===== src/rtl/ascii_num_fmt_pkg.sv =====
// Shared character-type definitions for the ASCII number formatter:
// ASCII constants, the formatter FSM state enum and the digit-to-character mapping.
package ascii_num_fmt_pkg;

  localparam logic [7:0] CH_0  = 8'h30;
  localparam logic [7:0] CH_A  = 8'h41;
  localparam logic [7:0] CH_a  = 8'h61;
  localparam logic [7:0] CH_SP = 8'h20;

  typedef enum logic [2:0] {IDLE, CONV, SIZE, PAD, DIG} fmt_state_e;

  // Digits 10..15 become letters; the case comes from the request's upper flag
  function automatic logic [7:0] digit_char(input logic [3:0] d, input logic upper);
    if (d < 4'd10) return CH_0 + {4'd0, d};
    return (upper ? CH_A : CH_a) + {4'd0, d} - 8'd10;
  endfunction

endpackage


===== src/rtl/ascii_num_fmt_if.sv =====
// Request and character-stream handshake bundle of the ASCII number formatter.
interface ascii_num_fmt_if #(parameter int WIDTH = 32);

  logic             in_valid;
  logic             in_ready;
  logic [WIDTH-1:0] in_value;
  logic             in_hex;
  logic             in_upper;
  logic             in_zpad;
  logic [4:0]       in_fwidth;
  logic             out_valid;
  logic             out_ready;
  logic [7:0]       out_char;
  logic             out_last;

  modport master (
    output in_valid, in_value, in_hex, in_upper, in_zpad, in_fwidth, out_ready,
    input  in_ready, out_valid, out_char, out_last
  );

  modport slave (
    input  in_valid, in_value, in_hex, in_upper, in_zpad, in_fwidth, out_ready,
    output in_ready, out_valid, out_char, out_last
  );

endinterface


===== src/rtl/ascii_num_fmt_bin2bcd.sv =====
// Iterative double-dabble converter: one input bit per cycle, WIDTH cycles per value.
module bin2bcd_seq #(
  parameter int WIDTH = 32,
  parameter int NDEC  = 10
) (
  input  logic                clk,
  input  logic                rst,
  input  logic                start,
  input  logic [WIDTH-1:0]    bin,
  output logic                busy,
  output logic                done,
  output logic [4*NDEC-1:0]   bcd
);

  localparam int CW = $clog2(WIDTH + 1);
  localparam int DW = 4 * NDEC;

  logic [WIDTH-1:0] shreg;
  logic [CW-1:0]    cnt;
  logic [DW-1:0]    adj;

  always_comb begin
    adj = bcd;
    for (int i = 0; i < NDEC; i++) begin
      if (bcd[4*i +: 4] >= 4'd5) adj[4*i +: 4] = bcd[4*i +: 4] + 4'd3;
    end
  end

  // High during the cycle whose closing edge performs the final shift
  assign done = busy && (cnt == CW'(1));

  always_ff @(posedge clk) begin
    if (rst) begin
      busy  <= 1'b0;
      cnt   <= '0;
      shreg <= '0;
      bcd   <= '0;
    end else if (start) begin
      busy  <= 1'b1;
      cnt   <= CW'(WIDTH);
      shreg <= bin;
      bcd   <= '0;
    end else if (busy) begin
      bcd   <= (adj << 1) | DW'(shreg[WIDTH-1]);
      shreg <= shreg << 1;
      cnt   <= cnt - CW'(1);
      if (done) busy <= 1'b0;
    end
  end

endmodule


===== src/rtl/ascii_num_fmt.sv =====
// Streaming unsigned-to-ASCII formatter: right-justified decimal or hex text,
// padded to a minimum field width, one character per valid/ready beat.
module ascii_num_fmt
  import ascii_num_fmt_pkg::*;
#(
  parameter int WIDTH = 32,
  parameter int NDEC  = 10
) (
  input logic            clk,
  input logic            rst,
  ascii_num_fmt_if.slave bus
);

  localparam int DW = 4 * NDEC;

  fmt_state_e       state;
  logic [WIDTH-1:0] val_q;
  logic             hex_q, upper_q, zpad_q;
  logic [4:0]       fwidth_q;
  logic [DW-1:0]    digs_q;
  logic [6:0]       pad_cnt, dig_idx;

  logic             conv_start, conv_busy, conv_done;
  logic [DW-1:0]    bcd;
  logic [DW-1:0]    size_digs;
  logic [6:0]       n_sig, pad_len;
  logic [7:0]       pad_ch;

  assign conv_start = bus.in_valid && bus.in_ready && !bus.in_hex;
  assign pad_ch     = zpad_q ? CH_0 : CH_SP;

  bin2bcd_seq #(.WIDTH(WIDTH), .NDEC(NDEC)) u_conv (
    .clk   (clk),
    .rst   (rst),
    .start (conv_start),
    .bin   (bus.in_value),
    .busy  (conv_busy),
    .done  (conv_done),
    .bcd   (bcd)
  );

  // Hex nibbles are already digits, so only decimal needs the BCD result
  always_comb begin
    size_digs = hex_q ? DW'(val_q) : bcd;
    n_sig = 7'd1;
    for (int i = 1; i < NDEC; i++) begin
      if (size_digs[4*i +: 4] != 4'd0) n_sig = 7'(i + 1);
    end
    pad_len = ({2'b00, fwidth_q} > n_sig) ? ({2'b00, fwidth_q} - n_sig) : 7'd0;
  end

  always_ff @(posedge clk) begin
    if (rst) begin
      state         <= IDLE;
      bus.in_ready  <= 1'b1;
      bus.out_valid <= 1'b0;
      bus.out_char  <= 8'h00;
      bus.out_last  <= 1'b0;
      val_q         <= '0;
      hex_q         <= 1'b0;
      upper_q       <= 1'b0;
      zpad_q        <= 1'b0;
      fwidth_q      <= '0;
      digs_q        <= '0;
      pad_cnt       <= '0;
      dig_idx       <= '0;
    end else begin
      case (state)
        IDLE: begin
          if (bus.in_valid) begin
            val_q        <= bus.in_value;
            hex_q        <= bus.in_hex;
            upper_q      <= bus.in_upper;
            zpad_q       <= bus.in_zpad;
            fwidth_q     <= bus.in_fwidth;
            bus.in_ready <= 1'b0;
            state        <= CONV;
          end
        end
        CONV: begin
          if (hex_q || (conv_busy && conv_done)) state <= SIZE;
        end
        SIZE: begin
          digs_q  <= size_digs;
          dig_idx <= n_sig - 7'd1;
          pad_cnt <= pad_len;
          state   <= (pad_len != 7'd0) ? PAD : DIG;
        end
        // The last pad char is still in the output register when DIG is entered
        PAD: begin
          if (!bus.out_valid || bus.out_ready) begin
            bus.out_char  <= pad_ch;
            bus.out_valid <= 1'b1;
            bus.out_last  <= 1'b0;
            pad_cnt       <= pad_cnt - 7'd1;
            if (pad_cnt == 7'd1) state <= DIG;
          end
        end
        DIG: begin
          if (bus.out_valid && bus.out_ready && bus.out_last) begin
            bus.out_valid <= 1'b0;
            bus.out_last  <= 1'b0;
            bus.in_ready  <= 1'b1;
            state         <= IDLE;
          end else if (!bus.out_valid || bus.out_ready) begin
            bus.out_char  <= digit_char(digs_q[4*dig_idx +: 4], upper_q);
            bus.out_valid <= 1'b1;
            bus.out_last  <= (dig_idx == 7'd0);
            dig_idx       <= dig_idx - 7'd1;
          end
        end
        default: state <= IDLE;
      endcase
    end
  end

endmodule

===== src/flat_wrapper.sv =====
// flat-port wrapper written by rule: the top's interface ports become plain ports
module ascii_num_fmt_flat import ascii_num_fmt_pkg::*;
#(
  parameter int WIDTH = 32,
  parameter int NDEC  = 10
)
  (clk, rst, bus_in_valid, bus_in_value, bus_in_hex, bus_in_upper, bus_in_zpad, bus_in_fwidth, bus_out_ready, bus_in_ready, bus_out_valid, bus_out_char, bus_out_last);
  ascii_num_fmt_if #(.WIDTH(WIDTH)) bus_i ();
  input logic clk;
  input logic rst;
  input wire logic [$bits(bus_i.in_valid)-1:0] bus_in_valid;
  input wire logic [$bits(bus_i.in_value)-1:0] bus_in_value;
  input wire logic [$bits(bus_i.in_hex)-1:0] bus_in_hex;
  input wire logic [$bits(bus_i.in_upper)-1:0] bus_in_upper;
  input wire logic [$bits(bus_i.in_zpad)-1:0] bus_in_zpad;
  input wire logic [$bits(bus_i.in_fwidth)-1:0] bus_in_fwidth;
  input wire logic [$bits(bus_i.out_ready)-1:0] bus_out_ready;
  output wire logic [$bits(bus_i.in_ready)-1:0] bus_in_ready;
  output wire logic [$bits(bus_i.out_valid)-1:0] bus_out_valid;
  output wire logic [$bits(bus_i.out_char)-1:0] bus_out_char;
  output wire logic [$bits(bus_i.out_last)-1:0] bus_out_last;
  assign bus_i.in_valid = bus_in_valid;
  assign bus_i.in_value = bus_in_value;
  assign bus_i.in_hex = bus_in_hex;
  assign bus_i.in_upper = bus_in_upper;
  assign bus_i.in_zpad = bus_in_zpad;
  assign bus_i.in_fwidth = bus_in_fwidth;
  assign bus_i.out_ready = bus_out_ready;
  assign bus_in_ready = bus_i.in_ready;
  assign bus_out_valid = bus_i.out_valid;
  assign bus_out_char = bus_i.out_char;
  assign bus_out_last = bus_i.out_last;
  ascii_num_fmt #(.WIDTH(WIDTH), .NDEC(NDEC)) u_core (.clk(clk), .rst(rst), .bus(bus_i));
endmodule

===== config.mk =====
export PLATFORM = sky130hd
export DESIGN_NAME = ascii_num_fmt_flat
export DESIGN_NICKNAME = d
export VERILOG_FILES = /design/src/rtl/ascii_num_fmt_pkg.sv /design/src/rtl/ascii_num_fmt_if.sv /design/src/rtl/ascii_num_fmt_bin2bcd.sv /design/src/rtl/ascii_num_fmt.sv /design/src/flat_wrapper.sv
export SDC_FILE = /design/constraint.sdc
export NUM_CORES = 1
export LEC_CHECK = 0
export BUFFER_PORTS_ARGS = -buffer_cell sky130_fd_sc_hd__buf_4
export CAP_MARGIN = 20
export CORE_MARGIN = 5
export CORE_UTILIZATION = 63
export DETAILED_ROUTE_END_ITERATION = 16
export HOLD_SLACK_MARGIN = 0.02
export PLACE_DENSITY = 0.82
export SLEW_MARGIN = 10
export SYNTH_ARGS = -nofsm -noshare
export SYNTH_HDL_FRONTEND = slang
export SYNTH_SLANG_ARGS = --single-unit
export TNS_END_PERCENT = 10

===== constraint.sdc =====
create_clock -name clk -period 7.4 [get_ports clk]
set_input_delay 1.48 -clock clk [delete_from_list [all_inputs] [get_ports clk]]
set_output_delay 1.48 -clock clk [all_outputs]
set_load 0.02 [all_outputs]

### Word-level counts from Yosys, hierarchy flattened

Index checks and enable logic that the tools add are counted.

| word-level totals | value |
|---|---|
| flip-flop bits (word level) | 187 |
| bits of input ports | 44 |
| word-level logic and storage cells | 162 |

| operators by class | value |
|---|---|
| add/subtract/negate cells | 18 |
| magnitude comparators | 12 |
| equal/unequal tests | 14 |
| shifts and indexed selects | 1 |
| multiplexer cells | 63 |
| bitwise gates (word level) | 1 |
| reductions and logical operators | 35 |

Operator list:

| operator | count |
|---|---|
| 32-bit 2-to-1 mux | 2 |
| 4-bit 2-to-1 mux | 12 |
| 4-bit by 3-bit greater-or-equal comparator with 1-bit output (second input constant) | 10 |
| 40-bit 2-to-1 mux | 1 |
| 8-bit 2-to-1 mux | 5 |
| 40-bit by 1-bit OR with 40-bit output | 1 |
| 40-bit by 10-bit variable part select with 4-bit output | 1 |
| 4-bit by 2-bit adder with 4-bit output (second input constant) | 9 |
| 4-bit nonzero test | 9 |
| 3-bit 2-to-1 mux | 11 |
| 7-bit 2-to-1 mux | 4 |
| 7-bit one-hot mux with 2 select lines | 2 |
| 6-bit 2-to-1 mux | 3 |
| 8-bit one-hot mux with 2 select lines | 1 |
| 1-bit 2-to-1 mux | 15 |
| 3-bit one-hot mux with 5 select lines | 1 |
| 7-bit by 1-bit subtractor with 7-bit output (second input constant) | 2 |
| 2-bit by 1-bit != test with 1-bit output (second input constant) | 5 |
| 2-bit nonzero test | 5 |
| 3-bit AND reduction | 3 |
| 8-bit by 4-bit adder with 8-bit output | 1 |
| 8-bit by 4-bit subtractor with 8-bit output (second input constant) | 1 |
| 6-bit by 4-bit adder with 7-bit output (first input constant) | 1 |
| 7-bit by 1-bit equality test with 1-bit output (second input constant) | 1 |
| 25 further kinds | 38 |

### Longest topological paths before layout

Gate-level depths: netlist (run 1).

| logic depth | value |
|---|---|
| depth after elaboration | 16 |
| mapped depth | 18 |
| gate-level depth less buffers | 16 |

### By module

From an unflattened synthesis (run 1), not the netlist that was laid out.

| second synthesis, totals | value |
|---|---|
| cell total of the unflattened synthesis | 1216 |
| area total of the unflattened synthesis | 9953.3 um2 |

By module, submodules not included:

| module | times used | cells each | area each (um2) | seq. area each (um2) |
|---|---|---|---|---|
| ascii_num_fmt | 1 | 669 | 5475.3 | 2142.1 |
| bin2bcd_seq | 1 | 547 | 4478.0 | 1581.5 |

### Least setup slack after synthesis (run 1)

Ideal clock, no wire load.

| path | value |
|---|---|
| path kind | flip-flop to flip-flop |
| from | reg u_core.u_conv.bcd[12] |
| to | reg u_core.state[1] |
| arrival | 3368 ps |
| data required time | 7341 ps |
| setup slack | 3972 ps |
| cell stages (with the launch flop) | 16 |
| clock period less this slack | 3428 ps |
| path through | dfxtp_1 -> or4_1 -> o22ai_1 -> o211a_1 -> o31a_1 -> inv_1 -> a21oi_1 -> ha_1 -> inv_1 -> fa_1 -> a21o_1 -> a21o_1 -> o211ai_1 -> or3b_1 -> a21boi_0 -> a221o_1 |

| on the way | value |
|---|---|
| word-level cells in the longest chain between the ends | 14 |
| elaborated cells between the ends (all ways) | 15 |

Ends and longest elaborated chain:

| what | line | text |
|---|---|---|
| start, declared | ascii_num_fmt_bin2bcd.sv:12 | `output logic [4*NDEC-1:0] bcd` |
| start signal, assigned | ascii_num_fmt_bin2bcd.sv:44 | `bcd <= (adj << 1) \| DW'(shreg[WIDTH-1]);` |
| 40-bit 2-to-1 mux * | ascii_num_fmt.sv:44 | `size_digs = hex_q ? DW'(val_q) : bcd;` |
| 4-bit nonzero test * | ascii_num_fmt.sv:47 | `if (size_digs[4*i +: 4] != 4'd0) n_sig = 7'(i + 1);` |
| 3-bit 2-to-1 mux * (4 in a row) | ascii_num_fmt.sv:47 |  |
| 4-bit 2-to-1 mux * (3 in a row) | ascii_num_fmt.sv:47 |  |
| 5-bit by 4-bit subtractor with 6-bit output / 5-bit by 4-bit greater-than comparator with 1-bit output (equally long branches) | ascii_num_fmt.sv:49 | `pad_len = ({2'b00, fwidth_q} > n_sig) ? ({2'b00, fwidth_q} - n_sig) : 7'd0;` |
| 7-bit 2-to-1 mux * | ascii_num_fmt.sv:49 |  |
| 7-bit nonzero test * | ascii_num_fmt.sv:87 | `state <= (pad_len != 7'd0) ? PAD : DIG;` |
| 3-bit 2-to-1 mux * | ascii_num_fmt.sv:87 |  |
| 3-bit one-hot mux with 5 select lines * | ascii_num_fmt.sv:68 | `case (state)` |
| end signal, assigned | ascii_num_fmt.sv:87 |  |
| end, declared | ascii_num_fmt.sv:16 | `fmt_state_e state;` |

Every way passes the cells marked *; elsewhere a longest branch is shown, timed or not.
A chain may end at the register's enable or synchronous reset.

### Worst setup path after layout (run 1)

| path | value |
|---|---|
| from | reg u_core.hex_q |
| to | reg u_core.state[1] |

| on the way | value |
|---|---|
| word-level cells in the longest chain between the ends | 16 |
| elaborated cells between the ends (all ways) | 28 |

Ends and longest elaborated chain:

| what | line | text |
|---|---|---|
| start, declared | ascii_num_fmt.sv:18 | `logic hex_q, upper_q, zpad_q;` |
| start signal, assigned | ascii_num_fmt.sv:72 | `hex_q <= bus.in_hex;` |
| 40-bit 2-to-1 mux | ascii_num_fmt.sv:44 |  |
| 4-bit nonzero test | ascii_num_fmt.sv:47 |  |
| 2-bit 2-to-1 mux (2 in a row) | ascii_num_fmt.sv:47 |  |
| 3-bit 2-to-1 mux (4 in a row) | ascii_num_fmt.sv:47 |  |
| 4-bit 2-to-1 mux (3 in a row) | ascii_num_fmt.sv:47 |  |
| 5-bit by 4-bit subtractor with 6-bit output / 5-bit by 4-bit greater-than comparator with 1-bit output (equally long branches) | ascii_num_fmt.sv:49 |  |
| 7-bit 2-to-1 mux | ascii_num_fmt.sv:49 |  |
| 7-bit nonzero test | ascii_num_fmt.sv:87 |  |
| 3-bit 2-to-1 mux | ascii_num_fmt.sv:87 |  |
| 3-bit one-hot mux with 5 select lines | ascii_num_fmt.sv:68 |  |

Parallel ways exist; a longest one is shown, timed or not.

==> metrics list, run 1 <==
- The tree is rooted in a clkbuf_16.
* Post-cts gate resize count: 0
* Hold path startpoint: u_core.bus.out_char[2]$_SDFFE_PP0P_
- During synthesis, Yosys emitted a total of 0 warnings.
- After synthesis, the share of flip-flops with an asynchronous set or reset is 0%.
- Together, buffers and inverters on the worst path number 3.
- The worst setup path is captured at a flop.
- For this run, the total global-route usage over all layers was measured as 26.5%.
- For this run, the register share of the synthesized area comes to 39.9%.
* Crit Reg-Reg Startpoint: u_core.hex_q$_SDFFE_PP0P_
- Measured on the finished design, the core utilization comes to 71.2%.
* Fraction of final layout cells sized beyond drive strength 1: 9.76%
- In this run the standard cell core region covers 0.0145 sq mm.
- # IOs: 55
- Maximum level of the CTS H-tree: 4
- Final critical-path share of the clock period: 56.9%
- Standby leakage power: 0.00368 uW
- Counting every sink on the clock net gives 186.
- Compared with the post-synthesis result, the final layout area differs by 10.9%.
* Number of cells on the worst hold path: 2
* Site Rows: 44
- Capturing point of the worst reg2reg path: u_core.state[1]$_SDFFE_PP0P_
- Worst hold path class: reg -> reg
- The die covers 0.0173 sq mm.
* Kind of start point of the critical path: flop
* Remaining DRCs: 0
* Post-Syn Area: 0.00933 sq mm
- Total count of hold-check failures in the final report: 0
- The worst setup path is of the reg -> reg kind.
* Maximum operating frequency: 237 MHz
* Nets in the synthesized netlist: 1203
- The layout has 1152 filler cells.
- On the final layout, the worst clock skew is 0.00758 ns.
* Run status: finished clean
- Dividing the detail-routed wire length by the instance count gives 17.0 um.
- Final WL: 22700 um
- Among cell families on the critical path, the largest total delay comes from compound AO/OA/AOI/OAI gates.
- Max_slew headroom: 32.2%
- Routability-driven placement finished with a final weighted congestion of 0.890.
* Top FF cell, synth: dfxtp_1
- Antenna violations before repair: 0
* # port buffers: 53
- Deepest clock path buffer count: 2
- Required time at the worst-slack endpoint: 7.78 ns
* Total setup violations reported at the end of the flow: 0
- 1st-iter DRT viols: 741
- Ordered cell list for the critical path: buf_4 > or4_1 > o22ai_1 > o211a_1 > o31a_1 > inv_1 > a21oi_1 > ha_1 > inv_1 > fa_1 > a21o_1 > a21o_1 > o211ai_1 > or3b_1 > a21boi_0 > a221o_1
* Final #Nets: 1210
* Min cycle time layout: 4.21 ns
- Cell with the largest stage delay on the worst path: dfxtp_2
* Final TNS setup: 0 ns
- Crit-path max cell delay: 0.46 ns
* Via count of the first global-routing pass: 7610
- The later pin in the worst-skew pair is clocked with a latency of 0.44 ns.
- The count of pins over their slew limit was 0.
- Number of CTS-inserted buffers: 17
* Number of vias per cell: 6.03
- After clock tree synthesis, the clock-pin slew on the worst setup and hold paths is 0.07 ns.
* Transition time of the tightest slew-check pin: 1.02 ns
- The first global-routing pass estimated 38200 um of wire.
- CTS tree: built
- Post-DP HPWL: 15500 um
- Flops & latches, synth: 186
* PD cells: 258 mW/mm^2
- The worst hold path terminates at u_core.bus.out_char[2]$_SDFFE_PP0P_.
- For this configuration, the core starts out at a cell density of 64.2%.
- The pre-antenna-repair detailed-routing pass consisted of 5 iterations.
- Antenna diode count: 0
- Along the worst path, the maximum fanout reaches 29.
- Largest net degree at the start of global routing: 74
* Die Span X: 132 um
- Number of cells on the worst reg-to-reg path: 16
- In this run the vertical extent of the chip is 132 um.
* Hold Buf Count CTS: 0
* CP arrival: 4.60 ns
- Register-to-register setup slack: 3.19 ns
* Number of gates on the worst path with buffers counted: 16
- Yosys mapped a number of flops with a built-in enable equal to 0.
* Congestion Overflow GR: 0
- Netlist cell types: 72
- Post-synthesis instance total: 1128
- DR vias: 8028
- Averaged over all synthesized cells, the footprint is 8.27 sq um.
- ANT nets after route: 0
* Unrepaired setup endpoints after global routing: false
- IR Drop Worst-Case VDD: 0.190 mV
- Across the run, the number of max-cap violations was 0.
- # Post-CTS Setup Buffers: 0
[per-stage QoR]
step           hold slack [ns]  instance area (sq um)  cells  total power, uW  worst slack, ns
6_report                 0.457                  10300   1332             2670             3.19
5_1_grt                  0.481                  10300   1332             2800             2.96
4_1_cts                  0.456                  10300   1331             2670             3.25
3_5_place_dp             0.446                   9730   1299             1730             3.28
3_3_place_gp             0.442                   9730   1299             1710             3.35
2_1_floorplan            0.429                   9330   1128             1590             3.97
[routing by layer]
layer / global-route usage (%) / routed length [um] / vias to the layer above
li1: - / - / 3988
met5: 0 / 0 / -
met2: 43.5 / 10900 / 207
met3: 4.63 / 922 / 47
met4: 10.3 / 675 / 0
met1: 34.8 / 10200 / 3786
[worst max path at each step]
stage                                                  start                      endpoint  slack, ns
after floorplan           u_core.u_conv.bcd[12]$_SDFFE_PP0P_  u_core.state[1]$_SDFFE_PP0P_       3.97
after global placement             u_core.hex_q$_SDFFE_PP0P_  u_core.state[1]$_SDFFE_PP0P_       3.35
after detailed placement           u_core.hex_q$_SDFFE_PP0P_  u_core.state[1]$_SDFFE_PP0P_       3.28
after CTS                          u_core.hex_q$_SDFFE_PP0P_  u_core.state[1]$_SDFFE_PP0P_       3.25
after global routing               u_core.hex_q$_SDFFE_PP0P_  u_core.state[1]$_SDFFE_PP0P_       2.96
final                              u_core.hex_q$_SDFFE_PP0P_  u_core.state[1]$_SDFFE_PP0P_       3.19
[registers in the layout, indices dropped and copies added, names as in the netlist]
name                  cells
u_core.u_conv.busy        1
u_core.zpad_q             1
u_core.bus.out_valid      1
u_core.bus.in_ready       1
u_core.u_conv.cnt         6
u_core.u_conv.shreg      32
u_core.pad_cnt            7
u_core.dig_idx            7
u_core.hex_q              1
u_core.digs_q            40
u_core.upper_q            1
u_core.fwidth_q           5
u_core.state              3
u_core.u_conv.bcd        40
u_core.bus.out_char       7
u_core.bus.out_last       1
u_core.val_q             32
[tightest hold or removal path, stage by stage (launching register included)]
cell     delay [ns]
dfxtp_1        0.33
nand2_1        0.04
o21ai_0        0.05
[cell usage after synthesis, drive strengths merged (13+ instances only)]
library cell	count	area, sq um
nand3	27	140
xor2	13	114
nor3	20	100
mux2i	90	901
nand2b	15	93.8
xnor2	15	131
clkbuf	52	199
a211oi	66	495
a21oi	107	536
buf	23	105
o21ai	47	235
nor2	144	541
ha	30	375
inv	36	135
dfxtp	186	3720
nand2	148	556
[cell families after synthesis]
logic type      after synthesis  share of synthesized area (%)
compound gates              275                           18.7
fa+ha+maj                    31                           4.24
other cells                   1                         0.0402
mux                          97                           11.1
flops                       186                           39.9
buf+inv                     111                           4.71
xor+xnor                     28                           2.63
simple gates                399                           18.7
[where the power goes]
group          leakage [uW]  internal [uW]  total [uW]  switching [uW]
registers           0.00151           1090        1170            82.4
clock network      0.000297            546         950             404
logic               0.00186            221         549             328
total               0.00368           1850        2670             815
[cell usage in the layout (no fill, tap or decap), drive strengths merged, types with 3 or more instances in the layout]
cell type	n
dfxtp	186
nand2	148
nor2	144
a21oi	107
mux2i	90
a211oi	66
buf	62
o21ai	47
inv	40
ha	30
nand3	27
clkbuf	21
nor3	20
nand2b	15
xnor2	15
xor2	13
nor4	11
or4	8
a31oi	7
nor2b	6
o22ai	6
mux4	5
o211ai	4
nand4	4
o21a	4
a21o	4
and2	4
a21boi	4
clkinv	4
o32ai	3
bufinv	3
[layout make-up]
cell class | count | area (sq um) | share of cell area [%]
inverter | 36 | 135 | 1.31
timing repair buffer | 63 | 470 | 4.55
tap | 184 | 230 | 2.23
multi-input combinational | 831 | 5170 | 50.0
clock inverter | 12 | 164 | 1.58
sequential | 186 | 3730 | 36.0
clock buffer | 20 | 447 | 4.32
Power figures use the tool's default switching activity.
==> run 2: changes to the inputs <==
ABC_AREA = 1   (was unset)
CORE_UTILIZATION = 61   (was 63)
PLACE_DENSITY = 0.8   (was 0.82)
clock period = 4.4 ns   (was 7.4 ns; I/O delays follow)
==> run 2 against run 1 <==
  * Synthesized cell count increased by 20%
  * Sequential share of layout area decreased by 0.26 points
  * Non-clock buffer count increased by 5
  * Sequential cell count unchanged
  * Die area increased by 3.7%
  * Core utilization decreased by 2.5 points
  * Clock-buffer cell count decreased by 3
  * Clock power increased by 55%
  * Final area increased by 0.62%
  * Largest power group unchanged
  * Highest routed layer unchanged
==> metrics list, run 2 <==
- Run status: finished clean
* Final TNS setup: 0 ns (unchanged)
- STA classifies the critical path startpoint as a flop.
- The share of the clock period used by the worst path came to 84.9% (+28 points).
- The initial core utilization came to 62.0% (-2.1 points).
- Setup repair after global routing left no endpoint under its margin.
- The total global routing track utilization came to 27.0% (+0.58 points).
- # port buffers: 53 (unchanged)
* Standby leakage power: 0.00425 uW (+16%)
- The tightest min-delay check is of the reg -> reg type.
- Detailed-routing iteration count for the pre-antenna-repair pass: 6 (+1)
- Async set-reset flop share out of synthesis: 0% (unchanged)
- The post-CTS setup-driven buffer insertion count is 0 (unchanged).
- The detailed-route DRC error count is 0 (unchanged).
- Synth-to-Final Area Change: 10.7%
- Congestion Overflow GR: 0 (unchanged)
* Number of enable-type register cells in the synthesized netlist: 0 (unchanged)
- The clock transition at the registers of the reported paths is 0.07 ns (about the same).
* Number of CTS-inserted buffers: 17 (unchanged)
* Die height: 134 um (+1.8%)
* Leading cell type in the layout, fill and taps excluded: nand2_1
- Kind of critical path: reg -> reg
- The number of hold-repair buffers added at the cts stage came to 0 (unchanged).
- Share of Yosys cell area claimed by the top area cell type: 39.6% (-0.29 points)
* Crit Reg-Reg Startpoint: u_core.hex_q$_SDFFE_PP0P_
* Transition time of the tightest slew-check pin: 1.05 ns (+0.0342 ns)
- The power density relative to cell area was 541 mW/mm^2 (+110%).
- The critical path starts at u_core.hex_q$_SDFFE_PP0P_.
* Skew-Pair Late Insertion Delay: 0.44 ns (about the same)
- The synthesized instance count was 1349 (+20%).
- The area of the mapped netlist was 0.00940 sq mm (+0.72%).
* Biggest fanout along the worst timing path: 46 (+59%)
- The worst hold slack after final layout was 0.457 ns (+0.000357 ns).
- The fraction of final layout cells with drive strength greater than 1 is 10.5% (+0.70 points).
- The setup clock skew after layout was 0.0109 ns (+0.00334 ns).
- Number of warnings reported in the yosys synthesis log: 0 (unchanged)
- Post-DP HPWL: 16900 um (+8.8%)
- Among all flip-flop cells after synthesis, the most frequent one is dfxtp_1.
- Core box area: 0.0151 sq mm (+4.2%)
* Clock root buffer: clkbuf_16
- 1st-iter DRT viols: 797 (+7.6%)
- The count of distinct cell types in the synthesized netlist came to 44 (-39%).
- The top cell types in the final layout, fill and taps aside, are 302 x nand2_1, 185 x dfxtp_1, 134 x inv_1.
* Largest net degree at the start of global routing: 84 (+14%)
* Deepest clock path buffer count: 2 (unchanged)
- The global-route wire length before repair came to 39800 um (+4.0%).
* Post-route worst setup slack: 0.665 ns (-2.52 ns)
- CTS tree: built
* Required time at the worst-slack endpoint: 4.69 ns (-3.09 ns)
- The total count of hold-check failures in the final report was 0 (unchanged).
- Post-synthesis cell type with the largest combined area: dfxtp_1
- Antenna violations before repair: 0 (unchanged)
- Full die area: 0.0180 sq mm (+3.7%)
- The number of antenna repair diodes is 0 (unchanged).
* Cell with the most instances after synthesis: nand2_1
- Final WL: 24100 um (+6.3%)
* Max-slew violation total from the final report: 0 (unchanged)
- Die Span X: 134 um (+1.8%)
- # IOs: 55 (unchanged)
* Most instantiated cells after synthesis: 302 x nand2_1, 186 x dfxtp_1, 134 x inv_1
* Per-cell routed wire length: 15.4 um (-9.5%)
* Hold path startpoint: u_core.digs_q[21]$_SDFFE_PP0P_
* Average cell area after synthesis: 6.97 sq um (-16%)
- The total number of nets in the final design came to 1439 (+19%).
* ANT nets after route: 0 (unchanged)
* Largest registers: u_core.digs_q: 40 flops, u_core.u_conv.bcd: 40 flops
- The sequential area share after synthesis was 39.6% (-0.29 points).
* Post-placement worst setup slack: 0.692 ns (-2.59 ns)
* Number of maximum-capacitance constraint violations: 0 (unchanged)
- Total setup violations reported at the end of the flow: 0 (unchanged)
- The relative slew slack came to 29.8% (-2.4 points).
* Flops & latches, synth: 186 (unchanged)
- Min cycle time layout: 3.73 ns (-0.478 ns)
- The worst vdd rail ir drop was 0.478 mV (+150%).
- The data arrival at the endpoint of the critical path is 4.02 ns (-0.58 ns).
* Number of clock sinks seen by CTS: 186 (unchanged)
- Site Rows: 45 (+2.3%)
* Post-cts gate resize count: 0 (unchanged)
- Routability Congestion: 0.922 (+3.6%)
- Maximum operating frequency: 268 MHz (+13%)
- The number of nets in the synthesized netlist came to 1424 (+18%).
- The CTS H-tree depth was 4 (unchanged).
- Number of vias per cell: 5.69 (-5.7%)
- DR vias: 8898 (+11%)
* Fill cell total of the finished layout: 1260 (+9.4%)
- By area the synthesized netlist is led by dfxtp_1 40%, nand2_1 12%, o21ai_0 6.9%.
* Endpoint class of the critical path: flop
- The number of global-route vias before repair was 8231 (+8.2%).
[run 2: cell count changes after synthesis, moves of 11 or more]
cell / previous run / this run
nand2_1: 148 / 302
inv_1: 35 / 134
nand3_1: 26 / 60
nand2b_1: 15 / 0
buf_1: 16 / 5
mux2i_1: 90 / 0
o211ai_1: 4 / 26
a31oi_1: 6 / 40
nor3_1: 20 / 7
a211oi_1: 66 / 11
o21ai_0: 44 / 129
a21oi_1: 107 / 122
nor2_1: 144 / 133
[run 2: worst max-delay path: stages (launching register included)]
cell      delay, ns
dfxtp_1        0.31
buf_4          0.41
inv_6          0.20
nand2_1        0.12
nand2_1        0.08
nor2_2         0.12
nand2_2        0.09
inv_1          0.07
nand2_1        0.05
nand2_1        0.08
nand2_1        0.05
nand2_1        0.06
nand2_1        0.06
a21oi_1        0.19
ha_1           0.20
inv_1          0.05
fa_1           0.38
inv_1          0.08
o21bai_1       0.06
a21oi_1        0.20
xor2_1         0.12
a21oi_1        0.19
a21oi_1        0.10
o21ai_0        0.21
a21oi_1        0.09
[run 2: layer usage]
layer / up-vias / part of all wire, % / track usage (%)
met5: - / 0 / 0
met2: 293 / 49 / 45.3
met3: 59 / 5.3 / 5.33
li1: 4467 / - / -
met4: 0 / 3.1 / 11.7
met1: 4079 / 43 / 34.1
[run 2: logic make-up after synthesis]
group                      share of synthesized area (%)
adders and majority gates                           4.21
buffers and inverters                               9.24
DFF                                                 39.6
other                                             0.0399
xor gates and xnor gates                            2.05
and+or+nand+nor                                     24.0
AOI/OAI and AO/OA                                   20.9
[run 2: power by group]
| part | switching [uW] | total [uW] | leakage, uW | internal, uW |
|---|---|---|---|---|
| Clock | 728 | 1470 | 0.000272 | 745 |
| Sequential | 185 | 2130 | 0.00152 | 1950 |
| Combinational | 1370 | 2030 | 0.00246 | 656 |
[run 2: cell type report]
class                      instances  area (sq um)  area share, %
clock buffer                      17           425           4.09
sequential                       186          3720           35.8
inverter                         142           538           5.17
clock inverter                    15           134           1.29
tap                              188           235           2.26
timing repair buffer              68           531           5.10
multi-input combinational        949          4820           46.3
[run 2: metrics by stage]
| step | utilization (%) | area (sq um) | total power, uW | std cells |
|---|---|---|---|---|
| after floorplan | - | 9400 | 3660 | 1349 |
| after global placement | 64.8 | 9820 | 4100 | 1532 |
| after detailed placement | 64.8 | 9820 | 4150 | 1532 |
| after CTS | 68.5 | 10400 | 5610 | 1564 |
| after global routing | 68.7 | 10400 | 6020 | 1565 |
| final | 68.7 | 10400 | 5630 | 1565 |
[run 2: path summary, 6_finish.rpt]
check	endpoint	slack, ns	cells past startpoint
worst max-delay path	u_core.state[0]$_SDFFE_PP0P_	0.67	24
worst min-delay path	u_core.digs_q[21]$_SDFFE_PP0P_	0.46	2
worst max register to register	u_core.state[0]$_SDFFE_PP0P_	0.67	24
worst min register to register	u_core.digs_q[21]$_SDFFE_PP0P_	0.46	2
==> run 3: changes to the inputs <==
CORE_UTILIZATION = 55   (was 61)
PLACE_DENSITY = 0.76   (was 0.8)
clock period = 3.1 ns   (was 4.4 ns; I/O delays follow)
==> run 3 against run 2 <==
  * Clock power grew 62%
  * Routed wire length grew 6.6%
  * Sequential power grew 44%
  * Via count grew 1.9%
  * The flow now finishes with violations (setup timing)
  * Sequential cell count is the same
  * Worst hold slack lost 0.057 ns
  * Final area grew 5.3%
  * Clock skew grew 0.0051 ns
  * Clock-buffer cell count is the same
==> metrics list, run 3 (same netlist as run 2, synthesis figures left out) <==
- Fill cell total of the finished layout: 1463 (+16%)
- Overall power of the completed layout: 8950 uW (+59%)
- The routed wire length was 25700 um (+6.6%).
* Largest net degree at the start of global routing: 69 (-18%)
* Via count of the first global-routing pass: 8406 (+2.1%)
* CTS tree: built
- Core box area: 0.0167 sq mm (+10%)
- Required time at the worst-slack endpoint: 3.46 ns (-1.23 ns)
- The x dimension of the die was 141 um (+4.9%).
- Number of maximum-capacitance constraint violations: 0 (unchanged)
* Antenna diode count: 0 (unchanged)
- Relative to the synthesized area, the layout overhead comes to 16.6%.
* Number of CTS-inserted buffers: 17 (unchanged)
* Max_slew headroom: 43.0% (+13 points)
- The worst vdd rail ir drop was 0.525 mV (+9.7%).
- Remaining DRCs: 0 (unchanged)
- Total count of hold-check failures in the final report: 0 (unchanged)
- The highest attainable clock frequency came to 310 MHz (+16%).
- The share of the clock period used by the worst path is 104% (+19 points).
- The vertical die dimension came to 141 um (+4.9%).
- The number of top-level pins was 55 (unchanged).
- Clock tree synthesis selected as its root buffer the cell clkbuf_16.
- The total global routing track utilization was 25.7% (-1.3 points).
- Run status: finished, violations left
- Site Rows: 47 (+4.4%)
- The total number of nets in the final design was 1478 (+2.7%).
- Final worst hold slack: 0.400 ns (-0.0569 ns)
- Skew-Pair Late Insertion Delay: 0.44 ns (about the same)
- The worst setup path is launched from a flop.
- The shortest period the worst path allows came to 3.23 ns (-0.509 ns).
- The first-iteration detailed-routing DRC count was 703 (-12%).
- The library cell used most frequently in the layout, excluding fill and tap cells, is nand2_1.
* Final cell count without fillers: 1636 (+4.5%)
* Count of placed standard cells including taps: 1594 (+4.0%)
- Unrepaired setup endpoints after global routing: true
* PD cells: 817 mW/mm^2 (+51%)
- Detailed-routing iteration count for the pre-antenna-repair pass: 6 (unchanged)
- Violations in the final reports: setup timing
- The average vias per placed instance was 5.54 (-2.5%).
- The minimum setup slack in the final design was -0.126 ns (-0.791 ns).
* Max-slew violation total from the final report: 0 (unchanged)
* Post-placement worst setup slack: -0.231 ns (-0.923 ns)
- In the final layout, the registers with the most flip-flops are u_core.digs_q: 40 flops, u_core.u_conv.bcd: 40 flops.
- Kind of critical path: reg -> reg
- The routed length per instance is 15.7 um (+2.0%).
- The remaining antenna violation count after routing was 0 (unchanged).
- CP arrival: 3.59 ns (-0.43 ns)
- Maximum level of the CTS H-tree: 4 (unchanged)
* Full die area: 0.0198 sq mm (+10%)
- Antenna violations before repair: 0 (unchanged)
- In the layout the commonest cells are 291 x nand2_1, 184 x dfxtp_1, 132 x inv_1.
- Post-DP HPWL: 17300 um (+2.3%)
- Total setup violations reported at the end of the flow: 4 (+4)
- Standby leakage power: 0.00450 uW (+6.0%)
* Deepest clock path buffer count: 2 (unchanged)
* Effective utilization at floorplan: 56.3% (-5.8 points)
* Final core utilization: 65.6% (-3.1 points)
- Worst hold path class: in -> reg
* Number of clock sinks seen by CTS: 186 (unchanged)
- The count of port buffers added during placement came to 53 (unchanged).
* Clock-pin slew reported for the worst setup and hold paths after clock tree synthesis: 0.07 ns (about the same)
* Congestion Overflow GR: 0 (unchanged)
- The via total after detailed routing came to 9069 (+1.9%).
- Endpoint class of the critical path: flop
- The largest fanout of any net on the critical path was 7 (-85%).
* Global-route wire length before repair: 41700 um (+4.9%)
- Fraction of final layout cells sized beyond drive strength 1: 14.6% (+4.2 points)
- The actual transition at the worst max-transition pin came to 0.855 ns (-0.197 ns).
- Setup clock skew after layout: 0.0161 ns (+0.00513 ns)
- Routability Congestion: 0.900 (-2.3%)
[run 3: cell type report]
type	instances	area, sq um	area share (%)
clock buffers	17	425	3.88
clock inverters	15	230	2.10
inverters	142	546	4.98
multi-input cells	949	4890	44.6
flip-flops and latches	186	3730	34.0
well taps	220	275	2.51
repair buffers	107	865	7.89
[run 3: power by group]
part	total (uW)	leakage, uW	internal, uW	switching [uW]
Clock	2380	0.000311	1320	1060
Sequential	3060	0.00152	2760	291
Combinational	3510	0.00267	1350	2160
Total	8950	0.00450	5430	3510
[run 3: worst paths after layout]
kind              cells past startpoint  slack, ns                           from                               to
hold reg to reg                       2       0.46  u_core.digs_q[5]$_SDFFE_PP0P_    u_core.digs_q[5]$_SDFFE_PP0P_
setup reg to reg                     25      -0.13      u_core.hex_q$_SDFFE_PP0P_     u_core.state[0]$_SDFFE_PP0P_
setup / recovery                     25      -0.13      u_core.hex_q$_SDFFE_PP0P_     u_core.state[0]$_SDFFE_PP0P_
hold / removal                        3       0.40               bus_in_fwidth[1]  u_core.fwidth_q[1]$_SDFFE_PP0P_
[run 3: per-layer routing]
metal / vias to the layer above / part of all wire (%) / global-route usage (%)
met2: 295 / 47 / 41.8
met5: - / 0 / 0
li1: 4547 / - / -
met4: 0 / 2.8 / 9.54
met3: 49 / 6.2 / 4.64
met1: 4178 / 44 / 34.3
[run 3: timing repair]
item | in CTS | in global routing
pin swaps | 6 | 16
hold buffers | 0 | 0
endpoints found under the setup margin | 4 | 9
gates resized for setup | 17 | 19
gates cloned | 1 | 0
buffers inserted | 2 | 7
[run 3: worst max-delay path, cell delays in order (launching register included)]
cell and delay, ns:
dfxtp_2 0.36, buf_12 0.15, buf_8 0.13, nand2_1 0.06
nand2_2 0.08, nand2_2 0.08, inv_2 0.05, nand2_1 0.04
nand2_1 0.06, nand2_1 0.05, nand2_1 0.06, nand2_1 0.05
nand2_1 0.07, nand2_2 0.07, a21oi_2 0.15, ha_2 0.20
inv_1 0.06, fa_2 0.37, inv_2 0.07, o21bai_1 0.07
a21oi_2 0.20, xor2_2 0.21, a21oi_2 0.10, a21oi_2 0.17
o21ai_1 0.10, a21oi_1 0.14
[run 3: per-stage QoR]
step	TNS (ns)	area [sq um]
floorplan	0	9400
global placement	-0.144	10100
detailed placement	-0.553	10100
CTS	-0.135	10900
global route	-1.51	11000
finish	-0.332	11000
